==> config.mk <==
export PLATFORM = sky130hd
export DESIGN_NAME = icu_core_v2_flat
export DESIGN_NICKNAME = d
export VERILOG_FILES = /design/src/rtl/icu_core_v2_if.sv /design/src/rtl/icu_core_v2.sv /design/src/flat_wrapper.sv
export SDC_FILE = /design/constraint.sdc
export NUM_CORES = 2
export LEC_CHECK = 0
export BUFFER_PORTS_ARGS = -buffer_cell sky130_fd_sc_hd__clkbuf_2
export CAP_MARGIN = 20
export CORE_MARGIN = 5
export CORE_UTILIZATION = 50
export DETAILED_ROUTE_END_ITERATION = 10
export PLACE_DENSITY = 0.65
export SLEW_MARGIN = 25
export SYNTH_ARGS = -nofsm -noshare
export SYNTH_HDL_FRONTEND = slang
export SYNTH_SLANG_ARGS = --single-unit
==> constraint.sdc <==
create_clock -name clk -period 5 [get_ports clk]
set_input_delay 0.5 -clock clk [delete_from_list [all_inputs] [get_ports clk]]
set_output_delay 0.5 -clock clk [all_outputs]
set_load 0.005 [all_outputs]
==> src/rtl/icu_core_v2_if.sv <==
// Program-load bus of the icu_core_v2: write strobe, address and instruction word.
// The loader drives the master side; the core only samples it while halted.
interface icu_core_v2_if #(
  parameter int ADDR = 8,
  parameter int CODE = 4
);
  localparam int WORD = ADDR + CODE;

  logic            program_write;
  logic [ADDR-1:0] program_addr;
  logic [WORD-1:0] program_cmd;

  modport master (output program_write, program_addr, program_cmd);
  modport slave  (input  program_write, program_addr, program_cmd);
endinterface

==> src/rtl/icu_core_v2.sv <==
// MC14500B-style 1-bit control core with program store, bit data space,
// IEN/OEN gating, SKZ skip and a bounded hardware call/return stack.
module icu_core_v2 #(
  parameter int ADDR        = 8,
  parameter int CODE        = 4,
  parameter int WORD        = ADDR + CODE,
  parameter int INPUT       = 5,
  parameter int OUTPUT      = 5,
  parameter int STACK_DEPTH = 4
) (
  input  logic              clk,
  input  logic              reset,
  input  logic              run,
  icu_core_v2_if.slave      prog,
  input  logic [INPUT-1:0]  input_pins,
  output logic [OUTPUT-1:0] output_pins,
  output logic [ADDR-1:0]   pc,
  output logic              rr,
  output logic              flag_o,
  output logic              flag_f,
  output logic              stack_err
);
  localparam int DSIZE = 2 ** ADDR;
  localparam int SPW   = $clog2(STACK_DEPTH + 1);
  localparam logic [SPW-1:0] SP_FULL = SPW'(STACK_DEPTH);

  localparam logic [CODE-1:0] OP_NOPO = CODE'(4'h0);
  localparam logic [CODE-1:0] OP_LD   = CODE'(4'h1);
  localparam logic [CODE-1:0] OP_LDC  = CODE'(4'h2);
  localparam logic [CODE-1:0] OP_AND  = CODE'(4'h3);
  localparam logic [CODE-1:0] OP_ANDC = CODE'(4'h4);
  localparam logic [CODE-1:0] OP_OR   = CODE'(4'h5);
  localparam logic [CODE-1:0] OP_ORC  = CODE'(4'h6);
  localparam logic [CODE-1:0] OP_XNOR = CODE'(4'h7);
  localparam logic [CODE-1:0] OP_STO  = CODE'(4'h8);
  localparam logic [CODE-1:0] OP_STOC = CODE'(4'h9);
  localparam logic [CODE-1:0] OP_IEN  = CODE'(4'hA);
  localparam logic [CODE-1:0] OP_OEN  = CODE'(4'hB);
  localparam logic [CODE-1:0] OP_JMP  = CODE'(4'hC);
  localparam logic [CODE-1:0] OP_RTN  = CODE'(4'hD);
  localparam logic [CODE-1:0] OP_SKZ  = CODE'(4'hE);
  localparam logic [CODE-1:0] OP_NOPF = CODE'(4'hF);

  logic [WORD-1:0]   mem_q [DSIZE];
  logic [ADDR-1:0]   pc_q, pc_d, pc_inc;
  logic              rr_q, rr_d, ien_q, ien_d, oen_q, oen_d, skip_q, skip_d;
  logic [SPW-1:0]    sp_q, sp_d;
  logic [ADDR-1:0]   stack_q [STACK_DEPTH];
  logic [ADDR-1:0]   stack_d [STACK_DEPTH];
  logic [OUTPUT-1:0] out_q, out_d;
  logic [DSIZE-1:0]  scratch_q, scratch_d;
  logic [INPUT-1:0]  sync1_q, sync2_q;
  logic              flag_o_q, flag_o_d, flag_f_q, flag_f_d, err_q, err_d;

  logic [WORD-1:0]   instr;
  logic [CODE-1:0]   opcode;
  logic [ADDR-1:0]   oper;
  logic [ADDR-1:0]   pop_val;
  logic              raw, d, store_en, store_val;

  // Program store has no reset so a loaded program survives a reset pulse.
  always_ff @(posedge clk) begin
    if (!run && prog.program_write) mem_q[prog.program_addr] <= prog.program_cmd;
  end

  assign instr  = mem_q[pc_q];
  assign opcode = instr[WORD-1:ADDR];
  assign oper   = instr[ADDR-1:0];
  assign pc_inc = pc_q + ADDR'(1);

  always_comb begin
    raw = scratch_q[oper];
    for (int i = 0; i < INPUT; i++)
      if (oper == ADDR'(i)) raw = sync2_q[i];
    for (int i = 0; i < OUTPUT; i++)
      if (oper == ADDR'(INPUT + i)) raw = out_q[i];
    if (oper == '1) raw = rr_q;
    d = raw & ien_q;
  end

  always_comb begin
    pop_val = '0;
    for (int i = 0; i < STACK_DEPTH; i++)
      if (sp_q == SPW'(i + 1)) pop_val = stack_q[i];
  end

  always_comb begin
    pc_d      = pc_q;
    rr_d      = rr_q;
    ien_d     = ien_q;
    oen_d     = oen_q;
    skip_d    = skip_q;
    sp_d      = sp_q;
    stack_d   = stack_q;
    out_d     = out_q;
    scratch_d = scratch_q;
    err_d     = err_q;
    flag_o_d  = 1'b0;
    flag_f_d  = 1'b0;
    store_en  = 1'b0;
    store_val = 1'b0;
    if (!run) begin
      pc_d   = '0;
      skip_d = 1'b0;
    end else if (skip_q) begin
      pc_d   = pc_inc;
      skip_d = 1'b0;
    end else begin
      pc_d = pc_inc;
      case (opcode)
        OP_NOPO: flag_o_d = 1'b1;
        OP_LD:   rr_d = d;
        OP_LDC:  rr_d = ~d;
        OP_AND:  rr_d = rr_q & d;
        OP_ANDC: rr_d = rr_q & ~d;
        OP_OR:   rr_d = rr_q | d;
        OP_ORC:  rr_d = rr_q | ~d;
        OP_XNOR: rr_d = ~(rr_q ^ d);
        OP_STO:  begin store_en = oen_q; store_val = rr_q;  end
        OP_STOC: begin store_en = oen_q; store_val = ~rr_q; end
        OP_IEN:  ien_d = raw;
        OP_OEN:  oen_d = raw;
        OP_JMP: begin
          pc_d = oper;
          // A full stack still takes the jump; only the return address is lost.
          if (sp_q == SP_FULL) begin
            err_d = 1'b1;
          end else begin
            for (int i = 0; i < STACK_DEPTH; i++)
              if (sp_q == SPW'(i)) stack_d[i] = pc_inc;
            sp_d = sp_q + SPW'(1);
          end
        end
        OP_RTN: begin
          if (sp_q == '0) begin
            err_d = 1'b1;
          end else begin
            pc_d = pop_val;
            sp_d = sp_q - SPW'(1);
          end
        end
        OP_SKZ:  if (!rr_q) skip_d = 1'b1;
        OP_NOPF: flag_f_d = 1'b1;
        default: ;
      endcase
    end
    if (store_en) begin
      for (int i = 0; i < OUTPUT; i++)
        if (oper == ADDR'(INPUT + i)) out_d[i] = store_val;
      if (oper >= ADDR'(INPUT + OUTPUT) && oper != '1) scratch_d[oper] = store_val;
    end
  end

  always_ff @(posedge clk or negedge reset) begin
    if (!reset) begin
      pc_q      <= '0;
      rr_q      <= 1'b0;
      ien_q     <= 1'b1;
      oen_q     <= 1'b1;
      skip_q    <= 1'b0;
      sp_q      <= '0;
      for (int i = 0; i < STACK_DEPTH; i++) stack_q[i] <= '0;
      out_q     <= '0;
      scratch_q <= '0;
      sync1_q   <= '0;
      sync2_q   <= '0;
      flag_o_q  <= 1'b0;
      flag_f_q  <= 1'b0;
      err_q     <= 1'b0;
    end else begin
      pc_q      <= pc_d;
      rr_q      <= rr_d;
      ien_q     <= ien_d;
      oen_q     <= oen_d;
      skip_q    <= skip_d;
      sp_q      <= sp_d;
      stack_q   <= stack_d;
      out_q     <= out_d;
      scratch_q <= scratch_d;
      sync1_q   <= input_pins;
      sync2_q   <= sync1_q;
      flag_o_q  <= flag_o_d;
      flag_f_q  <= flag_f_d;
      err_q     <= err_d;
    end
  end

  assign output_pins = out_q;
  assign pc          = pc_q;
  assign rr          = rr_q;
  assign flag_o      = flag_o_q;
  assign flag_f      = flag_f_q;
  assign stack_err   = err_q;
endmodule
==> src/flat_wrapper.sv <==
// flat-port wrapper written by rule: the top's interface ports become plain ports
module icu_core_v2_flat 
#(
  parameter int ADDR        = 8,
  parameter int CODE        = 4,
  parameter int WORD        = ADDR + CODE,
  parameter int INPUT       = 5,
  parameter int OUTPUT      = 5,
  parameter int STACK_DEPTH = 4
)
  (clk, reset, run, input_pins, output_pins, pc, rr, flag_o, flag_f, stack_err, prog_program_write, prog_program_addr, prog_program_cmd);
  icu_core_v2_if #(.ADDR(ADDR), .CODE(CODE)) prog_i ();
  input  logic clk;
  input  logic reset;
  input  logic run;
  input  logic [INPUT-1:0] input_pins;
  output logic [OUTPUT-1:0] output_pins;
  output logic [ADDR-1:0] pc;
  output logic rr;
  output logic flag_o;
  output logic flag_f;
  output logic stack_err;
  input wire logic [$bits(prog_i.program_write)-1:0] prog_program_write;
  input wire logic [$bits(prog_i.program_addr)-1:0] prog_program_addr;
  input wire logic [$bits(prog_i.program_cmd)-1:0] prog_program_cmd;
  assign prog_i.program_write = prog_program_write;
  assign prog_i.program_addr = prog_program_addr;
  assign prog_i.program_cmd = prog_program_cmd;
  icu_core_v2 #(.ADDR(ADDR), .CODE(CODE), .WORD(WORD), .INPUT(INPUT), .OUTPUT(OUTPUT), .STACK_DEPTH(STACK_DEPTH)) u_core (.clk(clk), .reset(reset), .run(run), .prog(prog_i), .input_pins(input_pins), .output_pins(output_pins), .pc(pc), .rr(rr), .flag_o(flag_o), .flag_f(flag_f), .stack_err(stack_err));
endmodule
After elaboration in Yosys (flattened, before gate mapping)
Memories as Yosys holds them, arrays and structs flattened.
Index checks and enable logic that the tools add are counted.
W data, S select, Z words.

cells by class
  add/subtract/negate cells = 3
  order comparisons = 3
  eq/ne operators = 34
  reductions and logical operators = 25
  bitwise logic cells = 11
  multiplexer cells = 49

operator list
  cell                   count
  $bwmux W256            1
  $mux W8                7
  $eq A4 B4 Y1 const B   8
  $eq A8 B3 Y1 const B   4
  $mux W1                32
  $reduce_and A5 Y1      6
  $eq A4 B3 Y1 const B   4
  $eq A8 B2 Y1 const B   2
  $eq A8 B4 Y1 const B   2
  $pmux W8 S2            1
  $reduce_and A2 Y1      6
  $lt A8 B9 Y1 const B   1
  $reduce_and A3 Y1      3
  $add A8 B1 Y8 const B  1
  $bmux W1 S8            1
  $demux W1 S8           1
  $eq A4 B2 Y1 const B   2
  $eq A8 B1 Y1 const B   1
  $eq A8 B8 Y1 const B   1
  $ge A8 B1 Y1 const B   1
  $ge A8 B4 Y1 const B   1
  $logic_not A8 Y1       1
  $ne A8 B8 Y1 const B   1
  $pmux W1 S7            1
  other kinds (22)       36

word-level totals
  logic and storage cells = 147
  memories kept = 1
  register bits = 321
  memory bits (writable) = 3072

memories
  name          depth  bits a word  read ports  clocked after Yosys merged registers in  wr ports  RTL line           source
  u_core.mem_q  256    12           1           0                                        1         icu_core_v2.sv:44  logic [WORD-1:0] mem_q [DSIZE];

Longest topological paths before layout
An unclocked memory read counts as a cell.

  word-level depth = 18
  gate-level depth with buffers = 27
  mapped depth without buffers = 13

Worst setup path before layout
No wires, ideal clock.

  path type = flip-flop to flip-flop
  from = reg u_core.pc_q[0] (netlist: u_core.pc[0])
  to = reg u_core.scratch_q[175]
  stages on the path, launching flop included = 23
  setup slack = 506 ps
  data required time = 4873 ps
  setup time = 127 ps
  data arrival time = 4367 ps
  buffers on the path = 12
  period minus slack after synthesis = 4494 ps
  cell sequence = dfrtp_1 buf_6 buf_12 buf_12 buf_12 buf_6 buf_12 buf_12 buf_8 buf_8 buf_2 mux4_2 mux4_2 nand2_1 nand3_1 nand3_1 nand2_1 a21oi_2 xor2_1 nor3_4 buf_2 buf_2 mux2_1

on the way
  cells in the longest elaborated chain, start to end = 7
  elaborated cells on any way between the ends = 20
  those cells by class = order compare (3); eq/ne (3); mux (9); reduce/logical (4); memory (1)

ends and longest elaborated chain
  element                                               RTL line            source
  start: declaration                                    icu_core_v2.sv:45   logic [ADDR-1:0] pc_q, pc_d, pc_inc;
  start signal: assignment                              icu_core_v2.sv:171  pc_q <= pc_d;
  $mem_v2 Z256 W12 (*)                                  n/a
  branches (longest 6 deep; another with $lt A8 B9 Y1)  n/a
  end signal: assignment                                icu_core_v2.sv:179  scratch_q <= scratch_d;
  end: declaration                                      icu_core_v2.sv:51   logic [DSIZE-1:0] scratch_q, scratch_d;

Every way passes the cells marked *.
A chain may end at the register's enable or synchronous reset.

Worst setup path after layout
  from = reg u_core.pc_q[1] (netlist: u_core.pc[1])
  to = reg u_core.oen_q

on the way
  cells in the longest elaborated chain, start to end = 14
  elaborated cells on any way between the ends = 27
  those cells by class = eq/ne (11); mux (13); reduce/logical (2); memory (1)

ends and longest elaborated chain
  element                        RTL line            source
  $mem_v2 Z256 W12 (*)           n/a
  $bmux W1 S8                    icu_core_v2.sv:72   raw = scratch_q[oper];
  $mux W1 (not written as such)  icu_core_v2.sv:72
  $mux W1 (5 in a row)           icu_core_v2.sv:74   if (oper == ADDR'(i)) raw = sync2_q[i];
  $mux W1 (5 in a row)           icu_core_v2.sv:76   if (oper == ADDR'(INPUT + i)) raw = out_q[i];
  $mux W1                        icu_core_v2.sv:77   if (oper == '1) raw = rr_q;
  end signal: assignment         icu_core_v2.sv:174  oen_q <= oen_d;
  end: declaration               icu_core_v2.sv:46   logic rr_q, rr_d, ien_q, ien_d, oen_q, oen_d, skip_q, skip_d;

Every way passes the cells marked *; elsewhere a longest branch is shown, timed or not. The select of a mux whose other input is x is not followed.

==> impl_metrics.csv <==
group,metric,value,unit
cells_and_area,fin_area,161000,um2
grt,grt_pass1_vias,75900,
cells_and_area,multi_input_area,33900,um2
timing,max_freq,193,MHz
drt,wl,405,mm
clock_tree,cts_tree,"done",
grt,grtUsageTotal,0.280,
timing,worst_slew_pin_slew,1.18,ns
drt,drtPass1Iterations,7,
flow_run,max-cap-violations,0,
setup_path,slowest_delay,0.59,ns
synthesis,synth-seq-cells,3392,
setup_path,end_kind,"register",
placed_design,io_buffers,45,
worst_hold_path,worstHoldPathType,"input pin to asynchronous set/reset pin",
grt,gr-total-overflow,0,
setup_path,path_class,"register to register",
drt,wl_per_cell,33.9,um
cells_and_area,final_net_count,8138,
timing,timing.hold.ws,0.0179,ns
setup_path,cp-start-kind,"register",
clock_tree,cts_inserted_buffers,344,
floorplan,rows,191,
drt,first_iter_violations,11400,
drt,drc,0,
floorplan,fp.dieArea,283000,um2
timing,finalSetupViolations,22,
synthesis,ys_async_sr_fraction,0.0943,
timing,final_hold_viol_count,0,
clock_tree,cts_max_level,5,
clock_tree,cts_root_buf,"clkbuf_16",
power,total_power,85500,uW
cells_and_area,drive_gt1_frac,0.347,
synthesis,ys_top_cells_by_count,"edfxtp_1, mux4_2, nand2_1, nor2_1, dfrtp_1",
timing,setup_ws,-0.193,ns
clock_tree,insertion_delay,0.93,ns
power,ir_drop,374,uV
floorplan,die_h,532,um
setup_path,crit_top_cell,"buf_12",
synthesis,ys_seq_area_frac,0.736,
grt,grt_max_degree,161,
synthesis,syn_nets,7071,
placed_design,routabilityCongestion,0.915,
run_status,violations,"negative setup slack",
synthesis,ys.flop_type,"edfxtp_1",
grt,grt_first_pass_wirelength,572,mm
clock_tree,clk_pin_slew,0.07,ns
synthesis,syn_area,136000,um2
placed_design,dpl-instance-area,148000,um2
floorplan,coreArea,271000,um2
cells_and_area,regArea,100000,um2
timing,slew_headroom,0.215,
synthesis,synth_cell_types,112,
power,powerDensity,530,nW/um2
synthesis,synth_top_area_frac,0.677,
clock_tree,cts_sinks,3392,
synthesis,synthTopCellsByArea,"edfxtp_1, mux4_2, dfrtp_1",
drt,via_per_inst,6.46,
synthesis,synth_cells,7035,
power,power.leakage,0.0545,uW
timing,drv_slew,0,
setup_path,cp_num_buf_inv,8,
setup_path,cpMaxStageDelayCell,"dfrtp_4",
setup_path,crit_family,"compound AO/OA/AOI/OAI gates",
drt,vias,77300,
placed_design,place_hpwl,258,mm
floorplan,fp.dieW,532,um
clock_tree,cts_max_path_buffers,4,
timing,rsz0062_at_grt,"true",
timing,fin_crit_sh,1.04,
setup_path,cp.required,5.82,ns
setup_path,reg2reg_slack,-0.19,ns
cells_and_area,fill_cells,19500,
synthesis,avgSynthCellArea,19.4,um2
floorplan,start_util,0.503,
timing,clock_skew,0.0727,ns
grt,grt_antenna_before_repair,14,
setup_path,crit_arrival,6.01,ns
drt,drtAntennaViolNets,0,
synthesis,synth_top_cell_by_area,"edfxtp_1",
cells_and_area,area_delta_synth_final,18.4,%
run_status,status,"complete, but fails checks",
synthesis,yosysMostFrequentCell,"edfxtp_1",
setup_path,critPathMaxFanout,11,
synthesis,synth_edf_count,3072,
setup_path,crit_chain,"buf_8, or2_2, buf_12, o22ai_1, nor3_1, o31a_1, buf_4, a2bb2o_4, nor3_4, buf_6, buf_12, buf_8, buf_12, o2111ai_4, nand4b_1, a22o_1, a2111o_1, a2111oi_4, buf_4, a21oi_4, o31ai_2",
timing,period_needed,5.19,ns
floorplan,ios,46,
synthesis,yosys_warnings,0,
## sequential cells by signal, summed over array words and instances (netlist names)
register	count
u_core.stack_q	32
u_core.oen_q	1
u_core.rr	1
u_core.flag_f	1
u_core.pc	8
u_core.sync2_q	5
u_core.flag_o	1
u_core.skip_q	1
u_core.stack_err	1
u_core.ien_q	1
u_core.output_pins	5
u_core.sync1_q	5
u_core.sp_q	3
u_core.scratch_q	255
u_core.mem_q	3072
## worst reg2reg max path, delay by kind of cell, from the launching register on
family          cells  cell delay [ns]
compound gates      9             2.46
buf+inv             8             1.33
simple gates        4             0.69
flops               1             0.59
## routing by layer
| metal | up-vias | routed length, um | global-route usage |
|---|---|---|---|
| li1 | 30900 | - | - |
| met1 | 40700 | 157000 | 0.404 |
| met2 | 4832 | 184000 | 0.421 |
| met3 | 835 | 46500 | 0.0685 |
| met4 | 12 | 17700 | 0.101 |
| met5 | - | 163 | 0.00236 |
## metrics by stage
stage / cells / setup WS (ns) / setup TNS (ns) / util
after floorplan: 7035 / 0.506 / 0 / -
after global placement: 11200 / -0.971 / -98.47 / 0.544
after detailed placement: 11200 / -0.694 / -66.45 / 0.544
after CTS: 11900 / -0.0874 / -1.82 / 0.591
after global routing: 11900 / -0.252 / -3.62 / 0.595
final: 12000 / -0.193 / -0.618 / 0.596
## layout make-up
class	count	share of cell area
Clock buffer	421	0.0559
Sequential cell	3392	0.621
Clock inverter	200	0.0129
Multi-Input combinational cell	3107	0.210
Inverter	52	0.00126
Tap cell	3570	0.0277
Antenna cell	10	0.000155
Timing Repair Buffer	1205	0.0710
## placed cells by master (no fill, tap or decap), types with 17 or more instances in the layout
master     count
buf_4        943
clkbuf_8      20
clkbuf_1      67
bufinv_16     29
buf_12       131
o22ai_1       69
nor2b_1       19
o221ai_1      33
buf_16        17
nand2_1      424
inv_1         46
a22oi_1       81
and2_1        19
clkinv_2      63
o2111ai_1     28
mux4_2       722
mux2i_1      243
clkbuf_16    351
mux2_2       255
mux4_1        19
nand3_1       84
nor3_1        25
dfrtp_1      311
a211oi_1      29
nand4_1       52
a31o_2        21
clkinv_1      67
a22o_1        41
edfxtp_1    3072
buf_6         41
a21oi_1      123
nor2_1       342
clkbuf_2      32
o21ai_0       45
## power by group
group          switching, uW  internal (uW)  leakage [uW]  total [uW]
Sequential               184          31100        0.0319       31300
Clock                  11100          14400       0.00542       25500
Combinational          15800          13000        0.0172       28700
Total                  27000          58500        0.0545       85500
## cell families after synthesis
group | synth area share
AOI/OAI and AO/OA | 0.0389
xor gates and xnor gates | 0.000578
adders and majority gates | 0.000643
buffers and inverters | 0.0240
DFF | 0.736
muxes | 0.163
and+or+nand+nor | 0.0371
## path summary, 6_finish.rpt
check                                                 start                           endpoint  depth (start not counted)
worst max-delay path                 u_core.pc[1]$_DFF_PN0_           u_core.oen_q$_DFFE_PN1P_                         21
worst min-delay path                                  reset      u_core.stack_q[1]$_DFFE_PN0P_                          2
worst max register to register       u_core.pc[1]$_DFF_PN0_           u_core.oen_q$_DFFE_PN1P_                         21
worst min register to register  u_core.sync1_q[1]$_DFF_PN0_        u_core.sync2_q[1]$_DFF_PN0_                          0
max in group asynchronous                             reset  u_core.scratch_q[163]$_DFFE_PN0P_                          3
min in group clk                        prog_program_cmd[6]      u_core.mem_q[87][6]$_DFFE_PP_                          1
## what timing repair did
item / 4_1_cts / 5_1_grt
gates cloned: 6 / 6
resized for setup: 151 / 139
hold endpoints to repair: 116 / 0
pin swaps: 40 / 42
setup buffers: 71 / 44
hold buffers: 7 / 0
endpoints found under the setup margin: 255 / 256
Power figures use the tool's default switching activity.
